--- src/rtl/adc_code_averager_if.sv ---
// Sample-in / result-out bundle for adc_code_averager.
// out_min/out_max exist only when ADC_AVG_MINMAX_EN is defined.
interface adc_code_averager_if #(
  parameter int unsigned B     = 8,
  parameter int unsigned LOG2N = 4
);
  logic [B-1:0]       code;
  logic               code_valid;
  logic [B+LOG2N-1:0] out_sum;
  logic [B-1:0]       out_mean;
  logic               out_valid;
  logic               out_ready;
`ifdef ADC_AVG_MINMAX_EN
  logic [B-1:0]       out_min;
  logic [B-1:0]       out_max;

  modport master (
    output code, code_valid, out_ready,
    input  out_sum, out_mean, out_valid, out_min, out_max
  );
  modport slave (
    input  code, code_valid, out_ready,
    output out_sum, out_mean, out_valid, out_min, out_max
  );
`else
  modport master (
    output code, code_valid, out_ready,
    input  out_sum, out_mean, out_valid
  );
  modport slave (
    input  code, code_valid, out_ready,
    output out_sum, out_mean, out_valid
  );
`endif
endinterface

--- src/rtl/adc_code_averager.sv ---
// Accumulates windows of 2**LOG2N decoder codes into a one-deep sum/mean result slot.
// Optional ADC_AVG_MINMAX_EN adds per-window min/max outputs.
module adc_code_averager #(
  parameter int unsigned B     = 8,
  parameter int unsigned LOG2N = 4
) (
  input  logic                i_clock,
  input  logic                i_reset,
  input  logic                i_enable,
  adc_code_averager_if.slave  io_bus,
  output logic [15:0]         o_overrun_count,
  output logic                o_busy
);
  localparam int unsigned SW = B + LOG2N;

  typedef enum logic {StIdle, StAccum} state_e;

  state_e           r_state;
  logic [SW-1:0]    r_sum;
  logic [LOG2N-1:0] r_cnt;
  logic [SW-1:0]    r_out_sum;
  logic             r_out_valid;
  logic [15:0]      r_overrun;

  logic [SW-1:0]    w_sum_next;
  logic             w_last;
  logic             w_pop;
  logic             w_slot_free;

  assign w_sum_next  = r_sum + SW'(io_bus.code);
  assign w_last      = (r_cnt == {LOG2N{1'b1}});
  assign w_pop       = r_out_valid && io_bus.out_ready;
  assign w_slot_free = !r_out_valid || w_pop;

`ifdef ADC_AVG_MINMAX_EN
  logic [B-1:0] r_min;
  logic [B-1:0] r_max;
  logic [B-1:0] r_out_min;
  logic [B-1:0] r_out_max;
  logic [B-1:0] w_min_next;
  logic [B-1:0] w_max_next;
  logic         w_first;

  // The first sample of a window re-seeds both trackers.
  assign w_first    = (r_cnt == '0);
  assign w_min_next = (w_first || (io_bus.code < r_min)) ? io_bus.code : r_min;
  assign w_max_next = (w_first || (io_bus.code > r_max)) ? io_bus.code : r_max;

  assign io_bus.out_min = r_out_min;
  assign io_bus.out_max = r_out_max;
`endif

  always_ff @(posedge i_clock) begin
    if (i_reset) begin
      r_state     <= StIdle;
      r_sum       <= '0;
      r_cnt       <= '0;
      r_out_sum   <= '0;
      r_out_valid <= 1'b0;
      r_overrun   <= '0;
`ifdef ADC_AVG_MINMAX_EN
      r_min       <= '0;
      r_max       <= '0;
      r_out_min   <= '0;
      r_out_max   <= '0;
`endif
    end else begin
      if (w_pop) r_out_valid <= 1'b0;

      case (r_state)
        StIdle: begin
          if (i_enable) r_state <= StAccum;
        end
        StAccum: begin
          if (!i_enable) begin
            r_state <= StIdle;
            r_sum   <= '0;
            r_cnt   <= '0;
          end else if (io_bus.code_valid) begin
            if (w_last) begin
              r_sum <= '0;
              r_cnt <= '0;
              if (w_slot_free) begin
                r_out_valid <= 1'b1;
                r_out_sum   <= w_sum_next;
`ifdef ADC_AVG_MINMAX_EN
                r_out_min   <= w_min_next;
                r_out_max   <= w_max_next;
`endif
              end else if (r_overrun != 16'hFFFF) begin
                r_overrun <= r_overrun + 16'd1;
              end
            end else begin
              r_sum <= w_sum_next;
              r_cnt <= r_cnt + LOG2N'(1);
`ifdef ADC_AVG_MINMAX_EN
              r_min <= w_min_next;
              r_max <= w_max_next;
`endif
            end
          end
        end
        default: r_state <= StIdle;
      endcase
    end
  end

  assign io_bus.out_sum   = r_out_sum;
  assign io_bus.out_mean  = r_out_sum[SW-1:LOG2N];
  assign io_bus.out_valid = r_out_valid;
  assign o_overrun_count  = r_overrun;
  assign o_busy           = (r_state == StAccum);

endmodule

--- src/flat_wrapper.sv ---
// flat-port wrapper written by rule: the top's interface ports become plain ports
module adc_code_averager_flat 
#(
  parameter int unsigned B     = 8,
  parameter int unsigned LOG2N = 4
)
  (i_clock, i_reset, i_enable, o_overrun_count, o_busy, io_bus_code, io_bus_code_valid, io_bus_out_ready, io_bus_out_sum, io_bus_out_mean, io_bus_out_valid);
  adc_code_averager_if #(.B(B), .LOG2N(LOG2N)) io_bus_i ();
  input  logic i_clock;
  input  logic i_reset;
  input  logic i_enable;
  output logic [15:0] o_overrun_count;
  output logic o_busy;
  input wire logic [$bits(io_bus_i.code)-1:0] io_bus_code;
  input wire logic [$bits(io_bus_i.code_valid)-1:0] io_bus_code_valid;
  input wire logic [$bits(io_bus_i.out_ready)-1:0] io_bus_out_ready;
  output wire logic [$bits(io_bus_i.out_sum)-1:0] io_bus_out_sum;
  output wire logic [$bits(io_bus_i.out_mean)-1:0] io_bus_out_mean;
  output wire logic [$bits(io_bus_i.out_valid)-1:0] io_bus_out_valid;
  assign io_bus_i.code = io_bus_code;
  assign io_bus_i.code_valid = io_bus_code_valid;
  assign io_bus_i.out_ready = io_bus_out_ready;
  assign io_bus_out_sum = io_bus_i.out_sum;
  assign io_bus_out_mean = io_bus_i.out_mean;
  assign io_bus_out_valid = io_bus_i.out_valid;
  adc_code_averager #(.B(B), .LOG2N(LOG2N)) u_core (.i_clock(i_clock), .i_reset(i_reset), .i_enable(i_enable), .io_bus(io_bus_i), .o_overrun_count(o_overrun_count), .o_busy(o_busy));
endmodule
--- config.mk ---
export PLATFORM = sky130hd
export DESIGN_NAME = adc_code_averager_flat
export DESIGN_NICKNAME = d
export VERILOG_FILES = /design/src/rtl/adc_code_averager_if.sv /design/src/rtl/adc_code_averager.sv /design/src/flat_wrapper.sv
export SDC_FILE = /design/constraint.sdc
export NUM_CORES = 1
export LEC_CHECK = 0
export ABC_AREA = 1
export CAP_MARGIN = 20
export CORE_MARGIN = 2
export CORE_UTILIZATION = 50
export DETAILED_ROUTE_END_ITERATION = 12
export PLACE_DENSITY = 0.79
export SLEW_MARGIN = 40
export SYNTH_ARGS = -nofsm -noshare
export SYNTH_HDL_FRONTEND = slang
export SYNTH_SLANG_ARGS = --single-unit
--- constraint.sdc ---
create_clock -name i_clock -period 2.7 [get_ports i_clock]
set_input_delay 0.405 -clock i_clock [delete_from_list [all_inputs] [get_ports i_clock]]
set_output_delay 0.405 -clock i_clock [all_outputs]
set_load 0.05 [all_outputs]
==> results of run 1 <==
==> registers in the layout (all words and copies together), names as in the netlist <==
signal,flops
u_core.io_bus.out_sum,12
u_core.io_bus.out_valid,1
u_core.o_overrun_count,16
u_core.o_busy,1
u_core.r_cnt,4
u_core.r_sum,12
==> power groups by stage <==
| stage | logic [mW] | registers [mW] | clock network, mW |
|---|---|---|---|
| 2_1_floorplan | 0.0559 | 0.702 | 0 |
| 3_3_place_gp | 0.0959 | 0.700 | 0 |
| 3_5_place_dp | 0.0971 | 0.700 | 0 |
| 4_1_cts | 0.0978 | 0.684 | 0.419 |
| 5_1_grt | 0.108 | 0.685 | 0.446 |
| 6_report | 0.0980 | 0.684 | 0.407 |
==> synthesized netlist by cell type (all sizes together) <==
| library cell | n |
|---|---|
| fa | 1 |
| a21oi | 22 |
| nor2 | 51 |
| ha | 10 |
| nand4 | 8 |
| o22ai | 2 |
| buf | 14 |
| dfxtp | 46 |
| nand3 | 24 |
| xor2 | 5 |
| and2 | 1 |
| o21ai | 21 |
| xnor2 | 7 |
| nor3 | 5 |
| a32o | 1 |
| inv | 59 |
| a211oi | 1 |
| nor3b | 1 |
| nand2 | 125 |
| clkbuf | 3 |
| o21bai | 1 |
==> metrics by stage <==
stage	instances	area (µm²)	setup slack [ps]	utilization	hold WS (ps)
floorplan	408	2710	777	-	432
global placement	515	3210	400	0.620	445
detailed placement	515	3210	331	0.620	452
CTS	522	3290	654	0.636	475
global route	522	3290	457	0.636	497
finish	522	3290	631	0.636	470
==> placed cells by master (no fill, tap or decap), drive strengths merged <==
| cell type | instances |
|---|---|
| clkinvlp | 1 |
| clkdlybuf4s50 | 50 |
| ha | 10 |
| a211oi | 1 |
| o21bai | 1 |
| nor2 | 51 |
| xor2 | 5 |
| clkbuf | 6 |
| nand2 | 125 |
| fa | 1 |
| o21ai | 21 |
| dfxtp | 46 |
| nand3 | 24 |
| a32o | 1 |
| xnor2 | 7 |
| nand4 | 8 |
| buf | 4 |
| nor3b | 1 |
| inv | 59 |
| o22ai | 2 |
| a21oi | 22 |
| and2 | 1 |
| nor3 | 5 |
==> area by class of cell <==
| type | count | area (µm²) |
|---|---|---|
| clock buffer | 6 | 72.6 |
| clock inverter | 1 | 7.51 |
| fill | 468 | 1880 |
| inverter | 59 | 221 |
| multi-input combinational | 286 | 1450 |
| sequential | 46 | 921 |
| tap | 70 | 87.6 |
| timing repair buffer | 54 | 531 |
==> worst register-to-register path, stage by stage, from the launching register on <==
cell and delay [ps]:
dfxtp_1 350, ha_1 200, inv_1 80, fa_1 400, inv_1 110, nand3_1 70
nand3_1 110, nand2_1 80, nand2_1 70, nand2_1 40, nand2_1 70, nand2_1 50
nand2_1 60, inv_1 40
==> final timing paths <==
check                                    start                                     to  slack [ps]
setup / recovery                io_bus_code[0]  u_core.io_bus.out_sum[8]$_SDFFE_PP0P_         630
hold / removal    u_core.r_sum[6]$_SDFFE_PP0P_           u_core.r_sum[6]$_SDFFE_PP0P_         470
setup reg to reg  u_core.r_sum[0]$_SDFFE_PP0P_  u_core.io_bus.out_sum[8]$_SDFFE_PP0P_         880
hold reg to reg   u_core.r_sum[6]$_SDFFE_PP0P_           u_core.r_sum[6]$_SDFFE_PP0P_         470
==> per-layer routing <==
metal  wire, µm  vias up
met5          0        -
met4         85        0
met3        344        7
met2       2630       61
met1       2860     1154
li1           -     1351
==> logic make-up (layout without fill, tap and decap cells) <==
group,count (synthesis),after routing,share of synthesized area
simple gates,215,215,0.338
buf+inv,76,120,0.125
compound gates,48,48,0.104
flops,46,46,0.340
xor+xnor,12,12,0.0388
fa+ha+maj,11,11,0.0536
==> metrics.yaml, run 1 <==
numCtsBuffers: 5
gr-usage-met3: 0.0477
ctsResizeCount: 0
antenna_found_initial: 0
die_x_um: 77.6
worstPathMaxFanout: 3
yosysUniqueCellTypes: 30
avgSynthCellArea_um2: 6.64
gp_congestion: 0.961
die_area_um2: 6020
p_sw_frac: 0.243
first_pass_iters: 4
use_met1: 0.273
setup-violations-final: 0
grt_overflow: 0
ir_drop_uv: 173
power_frac_clock: 0.342
ios: 51
cts_tree: "yes"
num_vias: 2573
cts_hold_buf: 0
crit_path_frequent_cell: "nand2_1"
drive_above_1_share: 0.0664
viasPerCell: 4.93
wl_um: 5920
area_delta_synth_final_pct: 21.4
hp-class: "register to register"
finalHoldViolations: 0
drtIter0Drc: 146
clock-sinks: 46
fin_tns_setup_ps: 0
grt.total_usage: 0.208
critical_path_class: "input port to register"
worst_r2r_path_depth: 13
finalNetCount: 476
slowest_delay_ps: 490
busiest_layer: "met2"
power.switching_uw: 289
row_count: 26
fmax_mhz: 483
p_seq_frac: 0.575
internal-power_uw: 900
ys_seq_area_frac: 0.340
synth_area_leader_cell: "dfxtp_1"
synth_nets: 432
cts_setup_buffers: 0
syn_inst: 408
pwr-share-comb: 0.082
yosysWarnings: 0
powerDensity_nw_per_um2: 362
status: "finished, final reports clean"
grtUsageMet2: 0.337
coreArea_um2: 5170
grt_max_degree: 25
rsz0062_at_grt: "no"
crit_slowest_cell: "clkdlybuf4s50_1"
start_kind: "input port"
initial_core_util: 0.523
min_path_cells: 2
portBuffers: 50
max_cap_violations: 0
cp.arrival_ps: 2290
worst_ep_required_time_ps: 2920
grt_pass1_wl_um: 10100
hpwl_um: 4550
clock_latency_ps: 310
power.total_mw: 1.19
remaining_drc_errors: 0
clk_pin_slew_ps: 90
antenna_cells: 0
path_cells: "clkdlybuf4s50_1 -> ha_1 -> inv_1 -> fa_1 -> inv_1 -> nand3_1 -> nand3_1 -> nand2_1 -> nand2_1 -> nand2_1 -> nand2_1 -> nand2_1 -> nand2_1 -> inv_1"
die_h_um: 77.6
clock_skew_ps: 8.97
timing.slew.headroom: 0.659
wire_per_inst_um: 11.3
path_delay_family: "buffers and inverters"
yosys.area.top_type_share: 0.340
ant_nets: 0
cp_num_cells: 14
yosys-top-cells-area: "dfxtp_1 (34%), nand2_1 (16%), inv_1 (7.9%)"
p_leak_nw: 1.41
cts_max_level: 2
grt_pass1_vias: 2293
cp-end-kind: "register"
fin_crit_sh: 0.766
ys_seq_elements: 46
finalCriticalPeriod_ps: 2070
cts_root_buffer: "clkbuf_8"
cts_buffer_depth: 2
synthesis.area_um2: 2710
slew_viol_final: 0
worstMarginPinSlew_ps: 510
path_buf_inv: 4
(Power assumes the default switching activity.)
==> inputs of run 2 (changes only) <==
==> constraint.sdc (replaced) <==
create_clock -name i_clock -period 2.2 [get_ports i_clock]
set_input_delay 0.33 -clock i_clock [delete_from_list [all_inputs] [get_ports i_clock]]
set_output_delay 0.33 -clock i_clock [all_outputs]
set_load 0.05 [all_outputs]
==> run 2 against run 1 <==
Net effect:
- critical path depth fell by 13
- global-route usage rose by 0.47 points
- largest power group unchanged
- die area did not move
- flip-flop and latch count did not move
- non-clock buffer count rose by 5
- largest cell class unchanged
- sequential share of layout area fell by 0.34 points
- power rose by 24%
==> metrics.yaml, run 2 (synthesized netlist as in run 1, its figures left out) <==
clk_pin_slew_ps: 80  # was 90 ps
cts_hold_buf: 0  # unchanged
largest_reg_flops: 16  # unchanged
cts_setup_buffers: 0  # unchanged
wire_per_inst_um: 11.2  # was 11.3 µm
use_met1: 0.271  # was 0.273
ir_drop_uv: 280  # was 173 µV
slowest_delay_ps: 860  # was 490 ps
cts_buffer_depth: 2  # unchanged
fmax_mhz: 511
layout_common_cells: "nand2_1 (119), inv_1 (57), clkdlybuf4s50_1 (50)"  # unchanged
clock_latency_ps: 290  # was 310 ps
finalHoldViolations: 0  # unchanged
fill_cells: 473  # was 468
antenna_cells: 0  # unchanged
grtUsageMet2: 0.359  # was 0.337
die_area_um2: 6020  # unchanged
max_cap_violations: 0  # unchanged
cts_tree: "yes"  # unchanged
drive_above_1_share: 0.0768  # was 0.0664
worstMarginPinSlew_ps: 509  # was 510 ps
cts_max_level: 2  # unchanged
gp_congestion: 0.932  # was 0.961
grt_pass1_wl_um: 10500  # was 10100 µm
ctsResizeCount: 0  # unchanged
status: "finished, final reports clean"  # unchanged
crit_slowest_cell: "clkdlybuf4s50_1"  # unchanged
num_vias: 2620  # was 2573
rsz0062_at_grt: "no"  # unchanged
cp.arrival_ps: 1630  # was 2290 ps
remaining_drc_errors: 0  # unchanged
antenna_found_initial: 0  # unchanged
grt_pass1_vias: 2460  # was 2293
timing.slew.headroom: 0.659  # about the same
clock-sinks: 46  # unchanged
powerDensity_nw_per_um2: 444  # was 362 nW/µm²
setup-violations-final: 0  # unchanged
critical_path_class: "register to output pin"  # was input port to register
initial_core_util: 0.523  # unchanged
path_cells: "clkdlybuf4s50_1"  # was clkdlybuf4s50_1 -> ha_1 -> inv_1 -> fa_1 -> inv_1 -> nand3_1 -> nand3_1 -> nand2_1 -> nand2_1 -> nand2_1 -> nand2_1 -> nand2_1 -> nand2_1 -> inv_1
first_pass_iters: 4  # unchanged
wl_um: 5880  # was 5920 µm
hp-class: "register to register"  # unchanged
slew_viol_final: 0  # unchanged
p_leak_nw: 1.44  # was 1.41 nW
finalNetCount: 481  # was 476
busiest_layer: "met2"  # unchanged
area_delta_synth_final_pct: 22.9  # was 21.4%
clock_skew_ps: 4.78  # was 8.97 ps
hpwl_um: 4560  # was 4550 µm
cts_root_buffer: "clkbuf_8"  # unchanged
coreArea_um2: 5170  # unchanged
grt_max_degree: 25  # unchanged
ant_nets: 0  # unchanged
drtIter0Drc: 140  # was 146
numCtsBuffers: 5  # unchanged
path_delay_family: "buffers and inverters"  # unchanged
gr-usage-met3: 0.0430  # was 0.0477
fin_tns_setup_ps: 0  # unchanged
die_h_um: 77.6  # unchanged
power.total_mw: 1.48  # was 1.19 mW
start_kind: "register"  # was input port
cp-end-kind: "output pin"  # was register
grt.total_usage: 0.213  # was 0.208
portBuffers: 50  # unchanged
grt_overflow: 0  # unchanged
worstPathMaxFanout: 7  # was 3
layout_commonest_cell: "nand2_1"  # unchanged
ios: 51  # unchanged
fin_crit_sh: 0.890
viasPerCell: 4.98  # was 4.93
worst_ep_required_time_ps: 1870  # was 2920 ps
row_count: 26  # unchanged
die_x_um: 77.6  # unchanged
finalCriticalPeriod_ps: 1960
path_buf_inv: 1  # was 4
## run 2: changes by cell type in the layout (fill, tap and decap cells not counted), sizes merged
cell      before  now
buf            4    9
clkinvlp       1    0
## run 2: worst register-to-register path, stage by stage (launching register included)
cell and delay, ps:
dfxtp_1 370, ha_1 190, nand2_1 70, nor2_1 180, nand2_1 140, nor2_4 160, nand2_4 150, inv_2 220
nand2_1 80, a21oi_1 130
## run 2: final cells by class
class	count	area (µm²)	share of cell area
multi-input cells	286	1450	0.435
flip-flops and latches	46	921	0.277
repair buffers	59	568	0.171
inverters	59	221	0.0665
well taps	70	87.6	0.0263
clock buffers	6	82.6	0.0248
## run 2: power by group
group          switching, mW  internal [mW]  leakage, nW
clock network          0.271          0.243       0.0431
logic                 0.0707         0.0527         1.02
registers            0.00307          0.837        0.371
## run 2: path summary, 6_finish.rpt
check                                               from                                endpoint  slack, ps  cells after the start
setup reg to reg            u_core.r_cnt[1]$_SDFFE_PP0P_  u_core.o_overrun_count[9]$_SDFFE_PP0P_        440                      9
setup / recovery  u_core.o_overrun_count[3]$_SDFFE_PP0P_                      o_overrun_count[3]        240                      1
hold / removal              u_core.r_sum[5]$_SDFFE_PP0P_            u_core.r_sum[5]$_SDFFE_PP0P_        470                      2
hold reg to reg             u_core.r_sum[5]$_SDFFE_PP0P_            u_core.r_sum[5]$_SDFFE_PP0P_        470                      2
## run 2: metal layers
| metal | up-vias | routed length (µm) |
|---|---|---|
| met4 | 0 | 87 |
| met2 | 65 | 2680 |
| met3 | 12 | 283 |
| li1 | 1369 | - |
| met1 | 1174 | 2830 |
| met5 | - | 0 |
## run 2: stage by stage
stage                     instance area, µm²  setup WS, ps  hold slack (ps)   util  std cells
final                                   3330           243              471  0.643        526
after global routing                    3330           135              509  0.643        526
after CTS                               3330           255              472  0.643        526
after detailed placement                3250          30.6              450  0.627        520
after global placement                  3250          48.7              443  0.627        520
after floorplan                         2710           277              424      -        408
==> variant 1, RTL diff (config.mk and constraints of run 2) <==
`B` is set to 8 in 3 places; all go to 7.
--- a/src/rtl/adc_code_averager_if.sv
+++ b/src/rtl/adc_code_averager_if.sv
@@ -3,3 +3,3 @@
 interface adc_code_averager_if #(
-  parameter int unsigned B     = 8,
+  parameter int unsigned B     = 7,
   parameter int unsigned LOG2N = 4
--- a/src/rtl/adc_code_averager.sv
+++ b/src/rtl/adc_code_averager.sv
@@ -3,3 +3,3 @@
 module adc_code_averager #(
-  parameter int unsigned B     = 8,
+  parameter int unsigned B     = 7,
   parameter int unsigned LOG2N = 4
--- a/src/flat_wrapper.sv
+++ b/src/flat_wrapper.sv
@@ -3,3 +3,3 @@
 #(
-  parameter int unsigned B     = 8,
+  parameter int unsigned B     = 7,
   parameter int unsigned LOG2N = 4
Ports: changed (resized io_bus_code, io_bus_out_mean and io_bus_out_sum); port bits go from 51 to 48. No check against the original RTL was run, so the function may have changed too.
==> variant 1 against run 2 <==
- total power up 3.7%
- first-iteration DRC count increased by 0.71%
- critical path depth did not move
- synthesized area is 6.7% lower
- clock skew is 0.0018 ns higher
- design area shrank 6.0%
- fmax rose by 1.6%
- routed wire length decreased by 5.2%
- worst setup slack gained 0.030 ns
- sequential cell count fell by 2
- clock power rose by 21%
- largest cell class unchanged
==> variant 1: results (changes against run 2) <==
- Clock buf/inv share: 0.0344 (was 0.0248)
- Post-Place Cells: 474 (was 520)
- Critical R2R Capture: u_core.o_overrun_count[0] (was u_core.o_overrun_count[9])
- Post-Synthesis Net Count: 391 (was 432)
- Mean Syn Cell Area: 6.84 sq um (was 6.64 sq um)
- Vias post-DR: 2377 (was 2620)
- #MultiIn Comb: 267 (was 286)
- H-tree level count: 2 (unchanged)
- Relative slew margins: 0.663 (was 0.659)
- Non-clk buf share: 0.165 (was 0.171)
- Leak: 0.00130 uW (was 0.00144 uW)
- Crit path DAT: 1.60 ns (was 1.63 ns)
- DRT iter0 DRCs: 141 (was 140)
- Total GRT Usage: 0.217 (was 0.213)
- Pin count of the biggest net entering global routing: 23 (was 25)
- First-pass iteration count of the detailed router: 5 (was 4)
- Yosys cell types: 32 (was 30)
- Detail Route met2 WL: 2480 microns (was 2680 microns)
- Number of global-route vias before repair: 2108 (was 2460)
- Hold EP: u_core.r_sum[3] (was u_core.r_sum[5])
- Outcome: finished, final reports clean (unchanged)
- Wl on met1: 2770 microns (was 2830 microns)
- R2R Path Start: u_core.o_overrun_count[0] (was u_core.r_cnt[1])
- Final Skew: 0.00655 ns (was 0.00478 ns)
- Grt met2 use: 0.349 (was 0.359)
- Finished Layout Cells: 482 (was 526)
- Synth top area cells: dfxtp_1, nand2_1, nor2_1 (was dfxtp_1, nand2_1, inv_1)
- Crit-path max FO: 5 (was 7)
- Ys flop type: dfxtp_1 (unchanged)
- Fraction of area in multi-input gates: 0.441 (was 0.435)
- Share of layout cells above drive strength 1: 0.0795 (was 0.0768)
- Signal buffers: 53 (was 59)
- Clock group: 621 uW (was 514 uW)
- YS warnings: 0 (unchanged)
- Inverter count: 43 (was 59)
- Seq pwr share: 0.525 (was 0.569)
- Worst hold start: u_core.r_sum[3] (was u_core.r_sum[5])
- Peak supply drop: 0.269 mV (was 0.280 mV)
- Switching share of power: 0.227 (was 0.233)
- HPWL after detailed placement: 4180 microns (was 4560 microns)
- R2r worst-path depth: 8 (was 9)
- Hold slack final: 0.463 ns (was 0.471 ns)
- Gpl congestion: 0.870 (was 0.932)
- Cell area after placement: 3020 sq um (was 3250 sq um)
- Post-Route WL: 5580 microns (was 5880 microns)
- Hold Crit Class: flop to flop (unchanged)
- Seq cells post-synth: 44 (was 46)
- Nets: 436 (was 481)
- First-pass GRT wire length: 9400 microns (was 10500 microns)
- Seq/total area: 0.281 (was 0.277)
- GRT met1 Usage: 0.293 (was 0.271)
- Register area share after synthesis: 0.349 (was 0.340)
- CTS Buf Count: 5 (unchanged)
- Metal3 WL: 251 microns (was 283 microns)
- Top post-synthesis cells by count: nand2_1, nor2_1, dfxtp_1, inv_1, nand3_1 (was nand2_1, inv_1, nor2_1, dfxtp_1, nand3_1)
[variant 1: cell types whose count changed in the layout (fill, tap and decap cells not counted), sizes merged, moves of 2 or more]
cell | run 2 | this run
nand3b | 0 | 4
inv | 59 | 43
nand3 | 24 | 22
nor3 | 5 | 1
dfxtp | 46 | 44
nand2 | 125 | 112
o22ai | 2 | 0
buf | 9 | 6
clkdlybuf4s50 | 50 | 47
[variant 1: kinds of logic after synthesis]
logic type / Yosys count / synth area share
AOI/OAI and AO/OA: 44 / 0.106
xor gates and xnor gates: 12 / 0.0416
adders and majority gates: 10 / 0.0525
buffers and inverters: 58 / 0.105
DFF: 44 / 0.349
and+or+nand+nor: 201 / 0.346
[variant 1: stage by stage]
step | power (uW) | utilization | setup slack (ns)
4_1_cts | 1540 | 0.654 | 0.257
2_1_floorplan | 883 | - | 0.291
3_3_place_gp | 926 | 0.631 | 0.0984
3_5_place_dp | 928 | 0.631 | 0.0975
6_report | 1530 | 0.654 | 0.273
5_1_grt | 1590 | 0.654 | 0.216
==> variant 2, RTL diff (config.mk and constraints of run 2) <==
Made on the original files. Register the output `o_overrun_count` once more, without a reset; this adds one clock of latency there. The other outputs are not delayed to match.
--- a/src/rtl/adc_code_averager.sv
+++ b/src/rtl/adc_code_averager.sv
@@ -110,3 +110,5 @@
   assign io_bus.out_valid = r_out_valid;
-  assign o_overrun_count  = r_overrun;
+  always_ff @(posedge i_clock) begin
+    o_overrun_count <= r_overrun;
+  end
   assign o_busy           = (r_state == StAccum);
Function: same outputs for any inputs over 10 cycles, from zero or initial values and one cycle with i_reset high; that may be too few to reach the edited logic, so the function may still have changed.
==> variant 2 against run 2 <==
- critical endpoint is now u_core.r_overrun[9]
- synthesized area up 13%
- worst setup slack better by 0.053 ns
- via count up 5.4%
- design area up 16%
- highest routed layer unchanged
- sequential cell count up 16
- total power up 61%
- routed wire length up 20%
- critical path type is now flop to flop
==> variant 2: results (changes against run 2) <==
- Total GRT Usage: 0.224 (was 0.213)
- Yosys cell types: 30 (unchanged)
- Vias post-DR: 2762 (was 2620)
- Gpl congestion: 0.902 (was 0.932)
- Peak supply drop: 0.496 mV (was 0.280 mV)
- Routed wire per std cell: 12.8 microns (was 11.2 microns)
- PortBufs: 50 (unchanged)
- Actual slew at the worst max-slew pin: 0.505 ns (was 0.509 ns)
- CTS Buf Count: 9 (was 5)
- Switching share of power: 0.235 (was 0.233)
- H-tree level count: 3 (was 2)
- First-pass GRT wire length: 11500 microns (was 10500 microns)
- DRT iter0 DRCs: 105 (was 140)
- Post-Synthesis Net Count: 437 (was 432)
- Post-Place Cells: 534 (was 520)
- Share of layout cells above drive strength 1: 0.116 (was 0.0768)
- Outcome: finished, final reports clean (unchanged)
- Crit-path max FO: 15 (was 7)
- Number of global-route vias before repair: 2579 (was 2460)
- Crit path DAT: 2.14 ns (was 1.63 ns)
- HPWL after detailed placement: 5080 microns (was 4560 microns)
- Worst hold start: u_core.r_overrun[13] (was u_core.r_sum[5])
- Worst hold stages: 0 (was 2)
- Ys flop type: dfxtp_1 (unchanged)
- Register area share after synthesis: 0.406 (was 0.340)
- Clock latency at the later pin of the worst-skew pair: 0.35 ns (was 0.29 ns)
- Final Skew: 0.00637 ns (was 0.00478 ns)
- Post-Syn Instances: 413 (was 408)
- Pre-CTS setup slack: -0.0296 ns (was 0.0306 ns)
- Number of filler cells placed in the layout: 527 (was 473)
- Leak: 0.00170 uW (was 0.00144 uW)
- CTS Buffer Depth: 2 (unchanged)
- Vias/cell: 5.02 (was 4.98)
- R2r worst-path depth: 8 (was 9)
- Top post-synthesis cells by count: nand2_1, dfxtp_1, inv_1, nor2_1, nand3_1 (was nand2_1, inv_1, nor2_1, dfxtp_1, nand3_1)
- Synth top area cells: dfxtp_1, nand2_1, inv_1 (unchanged)
- Nets: 494 (was 481)
- R2R Path Start: u_core.r_overrun[0] (was u_core.r_cnt[1])
- Pin count of the biggest net entering global routing: 23 (was 25)
## variant 2: routing by layer
| layer | share of wire | global-route usage | routed length, microns | vias to the layer above |
|---|---|---|---|---|
| met4 | 0.024 | 0.123 | 171 | 0 |
| met1 | 0.48 | 0.304 | 3400 | 1267 |
| met3 | 0.050 | 0.0391 | 352 | 14 |
| li1 | - | - | - | 1407 |
| met2 | 0.44 | 0.338 | 3130 | 74 |
| met5 | 0 | 0 | 0 | - |
## variant 2: kinds of logic (layout without fill, tap and decap cells)
family / after synthesis / after routing / synth area share
AND/OR/NAND/NOR: 208 / 208 / 0.306
buffers and inverters: 69 / 131 / 0.101
flip-flops: 62 / 62 / 0.406
AO/OA/AOI/OAI: 46 / 46 / 0.0908
XOR/XNOR: 17 / 17 / 0.0487
adder cells (fa/ha/maj): 11 / 11 / 0.0475
## variant 2: power groups by stage
stage	clock, uW	sequential, uW	combinational [uW]
after global routing	1180	1130	136
final	1120	1130	125
after global placement	0	1160	120
after detailed placement	0	1160	122
after floorplan	0	1160	66.1
after CTS	1130	1130	124
## variant 2: layout make-up
type,count,area [sq um],area share
flip-flops and latches,62,1240,0.323
well taps,75,93.8,0.0244
clock buffers,9,124,0.0322
clock inverters,7,96.3,0.0250
multi-input cells,282,1510,0.392
inverters,54,203,0.0527
repair buffers,61,583,0.152
## variant 2: path summary, 6_finish.rpt
kind	endpoint	slack [ns]
worst max-delay path	u_core.r_overrun[9]	0.30
worst max register to register	u_core.r_overrun[9]	0.30
worst min-delay path	u_core.o_overrun_count[13]	0.41
worst min register to register	u_core.o_overrun_count[13]	0.41
## variant 2: critical path, cell delays in order (launching register included)
cell     delay (ns)
dfxtp_1        0.48
ha_1           0.28
nand2_4        0.09
nor2_8         0.18
nand4_4        0.19
nand2_4        0.26
inv_2          0.15
nand2_1        0.10
a21oi_2        0.05
## variant 2: per-stage QoR
stage          utilization  cell area [sq um]
6_report             0.650               3850
5_1_grt              0.650               3850
4_1_cts              0.650               3850
3_5_place_dp         0.613               3630
3_3_place_gp         0.613               3630
2_1_floorplan            -               3060
